<file path="src/rtl/blast_map_writer.sv">
// Explosion resolver: walks the four blast arms outward from the bomb tile,
// clears bricks in the tile-map RAM and reports every burning tile.
module blast_map_writer #(
  parameter int         MAP_W      = 40,
  parameter int         MAP_H      = 40,
  parameter logic [7:0] FLOOR_CODE = 8'd10,
  parameter logic [7:0] BRICK_CODE = 8'd9,
  parameter logic [7:0] WALL_CODE  = 8'd11,
  parameter int         RANGE_W    = 4
) (
  input  logic               Clk,
  input  logic               Reset_n,
  input  logic               blast_valid,
  output logic               blast_ready,
  input  logic [5:0]         blast_x,
  input  logic [5:0]         blast_y,
  input  logic [RANGE_W-1:0] blast_range,
  output logic [5:0]         map_rd_x,
  output logic [5:0]         map_rd_y,
  input  logic [7:0]         map_rd_data,
  output logic               map_we,
  output logic [5:0]         map_wr_x,
  output logic [5:0]         map_wr_y,
  output logic [7:0]         map_wr_data,
  output logic               flame_valid,
  output logic [5:0]         flame_x,
  output logic [5:0]         flame_y,
  output logic               done,
  output logic [2:0]         bricks_cleared,
  output logic [15:0]        bricks_total
);

  typedef enum logic [2:0] {S_IDLE, S_CENTER, S_STEP, S_READ, S_EVAL, S_DONE} state_t;
  typedef enum logic [1:0] {D_UP, D_DOWN, D_LEFT, D_RIGHT} dir_t;

  localparam logic signed [6:0] LP_W = 7'(MAP_W);
  localparam logic signed [6:0] LP_H = 7'(MAP_H);

  state_t             r_state;
  dir_t               r_dir;
  logic [RANGE_W-1:0] r_k;
  logic [RANGE_W-1:0] r_range;
  logic [5:0]         r_bx, r_by;
  logic [5:0]         r_cx, r_cy;
  logic [2:0]         r_cnt;

  logic signed [6:0]  w_nx, w_ny;
  logic               w_oob, w_is_wall, w_is_brick, w_end_arm;

  assign map_wr_data = FLOOR_CODE;

  // Next arm tile in 7-bit signed space so a step off either edge is detectable.
  always_comb begin
    w_nx = $signed({1'b0, r_cx});
    w_ny = $signed({1'b0, r_cy});
    unique case (r_dir)
      D_UP:    w_ny = $signed({1'b0, r_cy}) - 7'sd1;
      D_DOWN:  w_ny = $signed({1'b0, r_cy}) + 7'sd1;
      D_LEFT:  w_nx = $signed({1'b0, r_cx}) - 7'sd1;
      D_RIGHT: w_nx = $signed({1'b0, r_cx}) + 7'sd1;
    endcase
    w_oob      = (w_nx < 7'sd0) || (w_nx >= LP_W) || (w_ny < 7'sd0) || (w_ny >= LP_H);
    w_is_wall  = (map_rd_data == WALL_CODE);
    w_is_brick = (map_rd_data == BRICK_CODE);
    w_end_arm  = ((r_state == S_STEP) && ((r_k == r_range) || w_oob)) ||
                 ((r_state == S_EVAL) && (w_is_wall || w_is_brick));
  end

  always_ff @(posedge Clk) begin
    if (!Reset_n) begin
      r_state        <= S_IDLE;
      r_dir          <= D_UP;
      r_k            <= '0;
      r_range        <= '0;
      r_bx           <= '0;
      r_by           <= '0;
      r_cx           <= '0;
      r_cy           <= '0;
      r_cnt          <= '0;
      blast_ready    <= 1'b1;
      map_rd_x       <= '0;
      map_rd_y       <= '0;
      map_we         <= 1'b0;
      map_wr_x       <= '0;
      map_wr_y       <= '0;
      flame_valid    <= 1'b0;
      flame_x        <= '0;
      flame_y        <= '0;
      done           <= 1'b0;
      bricks_cleared <= '0;
      bricks_total   <= '0;
    end else begin
      flame_valid <= 1'b0;
      map_we      <= 1'b0;
      done        <= 1'b0;
      unique case (r_state)
        S_IDLE: begin
          if (blast_valid) begin
            r_bx        <= blast_x;
            r_by        <= blast_y;
            r_cx        <= blast_x;
            r_cy        <= blast_y;
            r_range     <= blast_range;
            r_dir       <= D_UP;
            r_k         <= '0;
            r_cnt       <= '0;
            blast_ready <= 1'b0;
            flame_valid <= 1'b1;
            flame_x     <= blast_x;
            flame_y     <= blast_y;
            r_state     <= S_CENTER;
          end
        end
        S_CENTER: r_state <= S_STEP;
        S_STEP: begin
          if (!w_end_arm) begin
            r_k      <= r_k + RANGE_W'(1);
            r_cx     <= w_nx[5:0];
            r_cy     <= w_ny[5:0];
            map_rd_x <= w_nx[5:0];
            map_rd_y <= w_ny[5:0];
            r_state  <= S_READ;
          end
        end
        S_READ: r_state <= S_EVAL;
        S_EVAL: begin
          if (!w_is_wall) begin
            flame_valid <= 1'b1;
            flame_x     <= r_cx;
            flame_y     <= r_cy;
          end
          if (w_is_brick) begin
            map_we   <= 1'b1;
            map_wr_x <= r_cx;
            map_wr_y <= r_cy;
            r_cnt    <= r_cnt + 3'd1;
          end
          if (!w_end_arm) r_state <= S_STEP;
        end
        S_DONE: begin
          done           <= 1'b1;
          bricks_cleared <= r_cnt;
          bricks_total   <= bricks_total + {13'd0, r_cnt};
          blast_ready    <= 1'b1;
          r_state        <= S_IDLE;
        end
        default: r_state <= S_IDLE;
      endcase
      // Arm termination from STEP (range/bounds) or EVAL (wall/brick) shares one path.
      if (w_end_arm) begin
        r_cx    <= r_bx;
        r_cy    <= r_by;
        r_k     <= '0;
        r_dir   <= dir_t'(r_dir + 2'd1);
        r_state <= (r_dir == D_RIGHT) ? S_DONE : S_STEP;
      end
    end
  end

endmodule

</file>
<file path="config.mk">
export PLATFORM = sky130hd
export DESIGN_NAME = blast_map_writer
export DESIGN_NICKNAME = d
export VERILOG_FILES = /design/src/rtl/blast_map_writer.sv
export SDC_FILE = /design/constraint.sdc
export NUM_CORES = 1
export LEC_CHECK = 0
export ABC_AREA = 1
export CORE_ASPECT_RATIO = 1.75
export CORE_UTILIZATION = 45
export DETAILED_ROUTE_END_ITERATION = 8
export PLACE_DENSITY = 0.74
export SYNTH_ARGS = -nofsm -noshare
export SYNTH_HDL_FRONTEND = slang
export SYNTH_SLANG_ARGS = --single-unit
export TNS_END_PERCENT = 50
</file>
<file path="constraint.sdc">
create_clock -name Clk -period 3.35 [get_ports Clk]
set_input_delay 0.335 -clock Clk [delete_from_list [all_inputs] [get_ports Clk]]
set_output_delay 0.335 -clock Clk [all_outputs]
set_load 0.05 [all_outputs]
</file>
=== After elaboration in Yosys (flattened, before gate mapping) ===
Cells that the tools add are included.

* Register bits: 99
* Input bits: 27
* Output and inout bits: 67
* Logic and storage cells: 109

* $add $sub $neg: 8
* Order comparisons: 4
* Equality and inequality tests: 15
* Muxes and demuxes: 31
* Bitwise logic cells: 2
* Reduce and logical (&&, ||, !) cells: 28

{| class="wikitable"
|+ Operator list
! cell !! count
|-
| $pmux W6 S2 || 4
|-
| $mux W6 || 6
|-
| $pmux W7 S2 || 2
|-
| $add A16 B3 Y16 || 1
|-
| $eq A8 B4 Y1 const B || 2
|-
| $reduce_and A2 Y1 || 8
|-
| $mux W3 || 5
|-
| $add A6 B1 Y7 const B || 2
|-
| $ge A7 B7 Y1 const B || 2
|-
| $lt A7 B1 Y1 const B || 2
|-
| $sub A6 B1 Y7 const B || 2
|-
| $pmux W3 S4 || 1
|-
| $reduce_bool A2 Y1 || 5
|-
| $pmux W4 S2 || 1
|-
| $eq A3 B2 Y1 const B || 2
|-
| $eq A3 B3 Y1 const B || 2
|-
| $logic_or A1 B1 Y1 || 6
|-
| $mux W2 || 3
|-
| $ne A2 B2 Y1 const B || 3
|-
| $pmux W3 S2 || 1
|-
| $reduce_and A3 Y1 || 2
|-
| $mux W1 || 5
|-
| $add A4 B1 Y4 const B || 1
|-
| $eq A2 B2 Y1 const B || 2
|-
| other kinds (14) || 18
|}

=== Depth between registers and ports, before layout ===
* Word-level depth: 11
* Gate-level depth with buffers: 21
* Gate-level depth less buffers: 20

=== Worst setup path after synthesis ===
No wires, ideal clock.

* Path type: reg-to-reg
* Start: register bricks_total[0]
* End: register bricks_total[14]
* Library setup time: 128 ps
* Arrival time: 2,432 ps
* Required time: 3,222 ps
* Path slack: 791 ps
* Cell stages (with the launch flop): 17
* Path buffers: 0
* Clock period less this slack: 2,559 ps
* Path through: dfxtp_1 ha_1 inv_1 fa_1 inv_1 nand2_1 nand2_1 nand3_2 nor2_1 nand2_1 nor2_1 inv_2 nor3_2 nand3_1 nor2_1 xor2_1 nor2_1

* Word-level cells in the longest chain between the ends: 1

{| class="wikitable"
|+ Ends and longest elaborated chain
! element !! RTL line !! source
|-
| start: declaration || 30 || <nowiki>output logic [15:0] bricks_total</nowiki>
|-
| start signal: assignment || 143 || <nowiki>bricks_total <= bricks_total + {13'd0, r_cnt};</nowiki>
|-
| $add A16 B3 Y16 || 143 ||
|}

Every way passes these cells.
A chain may end at the register's enable or synchronous reset.

=== Worst setup path in the final report ===
* Start: register r_dir[0]
* End: register r_cy[4]

* Word-level cells in the longest chain between the ends: 11
* Elaborated cells on any way between the ends: 21
* Classes of those cells: order compare: 4; eq/ne: 4; mux: 4; reduce/logical: 9

{| class="wikitable"
|+ Ends and longest elaborated chain
! element !! RTL line !! source
|-
| start: declaration || 40 || <nowiki>dir_t r_dir;</nowiki>
|-
| start signal: assignment || 154 || <nowiki>r_dir <= dir_t'(r_dir + 2'd1);</nowiki>
|-
| $eq A2 B2 Y1 || 56 || <nowiki>unique case (r_dir)</nowiki>
|-
| $pmux W7 S2 || 56 ||
|-
| $lt A7 B1 Y1 or $ge A7 B7 Y1 (tied branches) || 62 || <nowiki>w_oob = (w_nx < 7'sd0) || (w_nx >= LP_W) || (w_ny < 7'sd0) || (w_ny >= LP_H);</nowiki>
|-
| $logic_or A1 B1 Y1 (3 in a row) || 62 ||
|-
| $logic_or A1 B1 Y1 || 65 || <nowiki>w_end_arm = ((r_state == S_STEP) && ((r_k == r_range) || w_oob)) ||</nowiki>
|-
| $logic_and A1 B1 Y1 || 65 ||
|-
| $logic_or A1 B1 Y1 || 65 ||
|-
| $ne A3 B3 Y1 (no line) or $reduce_bool A3 Y1 (tied branches) || - ||
|-
| $reduce_and A2 Y1 (no line) || - ||
|-
| end signal: assignment || 102 || <nowiki>r_cy <= blast_y;</nowiki>
|-
| end signal: assignment || 119 || <nowiki>r_cy <= w_ny[5:0];</nowiki>
|-
| end signal: assignment || 152 || <nowiki>r_cy <= r_by;</nowiki>
|-
| end: declaration || 44 || <nowiki>logic [5:0] r_cx, r_cy;</nowiki>
|}

Parallel ways exist; a longest one is shown, timed or not.

==> run_results.csv <==
group,metric,value,unit
placed_design,place.gp.congestion,0.911,
clocking,postCtsSetupRepairBufs,0,
yosys,synth.avg_cell_area,7.16,µm²
finish,fillers,1078,
finish,nets,839,
die,chipHeight,143,µm
timing,period_share,90.7,%
min_path,hp-start,"r_bx[2]",
timing,fin_ws,0.313,ns
timing,setup_viol,0,
grt,antenna_found_initial,0,
pwr,ir_worst_vdd,0.388,mV
outcome,status,"finished, final reports clean",
critical_path,crit_fanout,12,
finish,multiInputGateArea,0.00263,mm²
grt,grt_first_pass_wirelength,22200,µm
finish,drive_gt1_share,8.06,%
detailed_routing,wl,14200,µm
clocking,numCtsBuffers,9,
critical_path,cp_common_cell,"nand2_1",
critical_path,path_class,"reg2reg",
detailed_routing,drt_pass1_iterations,6,
critical_path,crit_arrival,3.32,ns
die,rows,51,
timing,tightest_slew,0.692,ns
clocking,htreeDepth,3,
job,cap_violations,0,
timing,skew,0.0129,ns
yosys,synth.yosys.warnings,0,
clocking,cts-resized-gates,0,
pwr,p_comb_share,49.6,%
critical_path,cp_data_required_time,3.63,ns
finish,regArea,0.00198,mm²
critical_path,slowest_stage,"nor2_2",
pwr,leakagePower,2.69,nW
placed_design,port_buffers,85,
critical_path,worstPathCellList,"ha_1, inv_1, ha_1, a21oi_1, nand2_1, nand2_1, nand3_1, nand2_1, nand2_1, nand3_2, nand2_1, nor2_2, nand3_1, nand3_1, nand3_1, inv_1",
timing,maxSlewHeadroom,53.8,%
timing,maxSlewViolCount,0,
critical_path,regToRegStartpoint,"r_dir[0]",
die,die-area,0.0118,mm²
pwr,sw_frac_of_total,46.3,%
detailed_routing,drtIter0Drc,422,
pwr,p_switching,2.41,mW
critical_path,cpPeakStageDelay,0.42,ns
detailed_routing,vias,5042,
critical_path,cp-end-kind,"flip-flop",
finish,antennaDiodeCount,0,
grt,top_usage_layer,"met2",
pwr,p_clk_share,19.6,%
die,coreArea,0.0111,mm²
yosys,netlist_area,0.00511,mm²
detailed_routing,drc,0,
min_path,min_path_type,"reg2reg",
clocking,cts-root-buf,"clkbuf_16",
timing,max_freq,329,MHz
pwr,internal_power,2.80,mW
grt,grt_usage,25.1,%
clocking,hold_buffers,0,
yosys,synth-seq-area-share,38.7,%
yosys,syn-instance-count,714,
yosys,ys_ff_latch,99,
grt,grt_pass1_vias,4664,
detailed_routing,wl_per_cell,15.3,µm
pwr,power_frac_seq,30.8,%
grt,use_met1,29.2,%
clocking,clkTransAtPathRegs,0.07,ns
yosys,ys_types,44,
timing,period_needed,3.04,ns
die,initial_core_util,46.1,%
grt,use_met3,3.45,%
placed_design,place_hpwl,10500,µm
timing,tns,0,ns
clocking,cts_tree,"built",
grt,grtUsageMet2,43.8,%
die,io-pin-count,94,
grt,overflow,0,
finish,syn_to_final_growth,23.4,%
placed_design,place_ws,0.409,ns
pwr,power_density,826,mW/mm²
critical_path,crit_path_start_kind,"flip-flop",
detailed_routing,vias_per_cell,5.44,
timing,rsz0062_at_grt,"false",
grt,grt_max_degree,64,
detailed_routing,ant_nets,0,
critical_path,crit_start,"r_dir[0]",
clocking,clock_latency,0.35,ns
clocking,cts.sinks,99,
clocking,cts.path.max_buffers,2,
timing,finalHoldViolCount,0,
die,die_w,82.6,µm
flip-flops by register name (all words and copies together), names as in the netlist:
register / cells
map_rd_x: 6
flame_y: 6
r_by: 6
r_range: 4
r_cnt: 3
bricks_total: 16
flame_x: 6
r_dir: 2
flame_valid: 1
bricks_cleared: 3
r_cx: 6
blast_ready: 1
map_wr_y: 6
map_rd_y: 6
map_wr_x: 6
map_we: 1
r_cy: 6
r_bx: 6
done: 1
r_k: 4
r_state: 3
area by class of cell:
class	count	area share, %
Clock buffer	10	3.79
Clock inverter	6	0.892
Inverter	86	5.11
Multi-Input combinational cell	499	41.7
Sequential cell	99	31.4
Tap cell	132	2.62
Timing Repair Buffer	94	14.5
cells by family (layout without fill, tap and decap cells):
family,after synthesis,after routing,share of synthesized area (%)
adders and majority gates,23,23,6.07
xor gates and xnor gates,8,8,1.37
and+or+nand+nor,310,310,26.7
buffers and inverters,122,196,10.2
other,2,8,0.147
AOI/OAI and AO/OA,150,150,16.7
DFF,99,99,38.7
critical path: cells and delay by family (launching register included):
family / cells / cell delay, ns
DFF: 1 / 0.40
and+or+nand+nor: 11 / 1.40
AOI/OAI and AO/OA: 1 / 0.20
adders and majority gates: 2 / 0.66
buffers and inverters: 2 / 0.30
layer usage:
metal  vias up  wire [µm]
li1       2471          -
met1      2358       5640
met2       180       7280
met3        33        673
met4         0        576
met5         -          0
cells in the mapped netlist, drive strengths merged:
library cell / n / area, µm²
nor2: 35 / 161
dfxtp: 99 / 1980
xor2: 3 / 26.3
fa: 3 / 60.1
nand3b: 1 / 7.51
a32o: 1 / 10.0
inv: 85 / 319
o31ai: 1 / 7.51
nand2: 196 / 746
a22oi: 1 / 7.51
nand3: 64 / 335
o21ai: 52 / 260
a22o: 1 / 8.76
o22ai: 11 / 113
nor4b: 1 / 8.76
xnor2: 5 / 43.8
conb: 2 / 7.51
o21a: 1 / 7.51
ha: 20 / 250
o211ai: 2 / 15.0
nor3b: 1 / 7.51
buf: 23 / 150
nor3: 4 / 36.3
a21oi: 68 / 352
a31oi: 12 / 75.1
clkinv: 1 / 3.75
clkbuf: 13 / 48.8
or2: 1 / 6.26
nand4: 7 / 58.8
power by group through the flow:
stage          Combinational (mW)  Clock, mW  Sequential [mW]
2_1_floorplan                1.66          0             1.87
3_3_place_gp                 2.51          0             1.62
3_5_place_dp                 2.55          0             1.63
4_1_cts                      2.57       1.03             1.60
5_1_grt                      2.86       1.09             1.63
6_report                     2.59       1.02             1.61
layout by cell type (no fill, tap or decap), types with 6 or more instances in the layout:
cell type and n:
nand2_1 194, dfxtp_1 99, clkdlybuf4s50_1 84, inv_1 76, a21oi_1 65, nand3_1 61
o21ai_0 49, nor2_1 25, ha_1 20, a31oi_1 12, inv_2 9, nor2_2 9
clkbuf_16 9, buf_4 9, conb_1 8, o22ai_2 7, nand4_1 6
path summary, 6_finish.rpt:
kind                                end  slack, ns  cells after the start
worst min-delay path            r_bx[2]       0.46                      2
worst max-delay path            r_cy[4]       0.31                     16
worst min register to register  r_bx[2]       0.46                      2
worst max register to register  r_cy[4]       0.31                     16
stage by stage:
stage	hold WS [ns]	util [%]	cells	power, mW	instance area (µm²)
finish	0.456	56.9	926	5.21	6310
global route	0.476	56.9	926	5.58	6310
CTS	0.461	56.9	926	5.20	6310
detailed placement	0.447	54.2	910	4.18	6020
global placement	0.443	54.2	910	4.13	6020
floorplan	0.430	-	720	3.53	5140
Power figures use the tool's default switching activity.
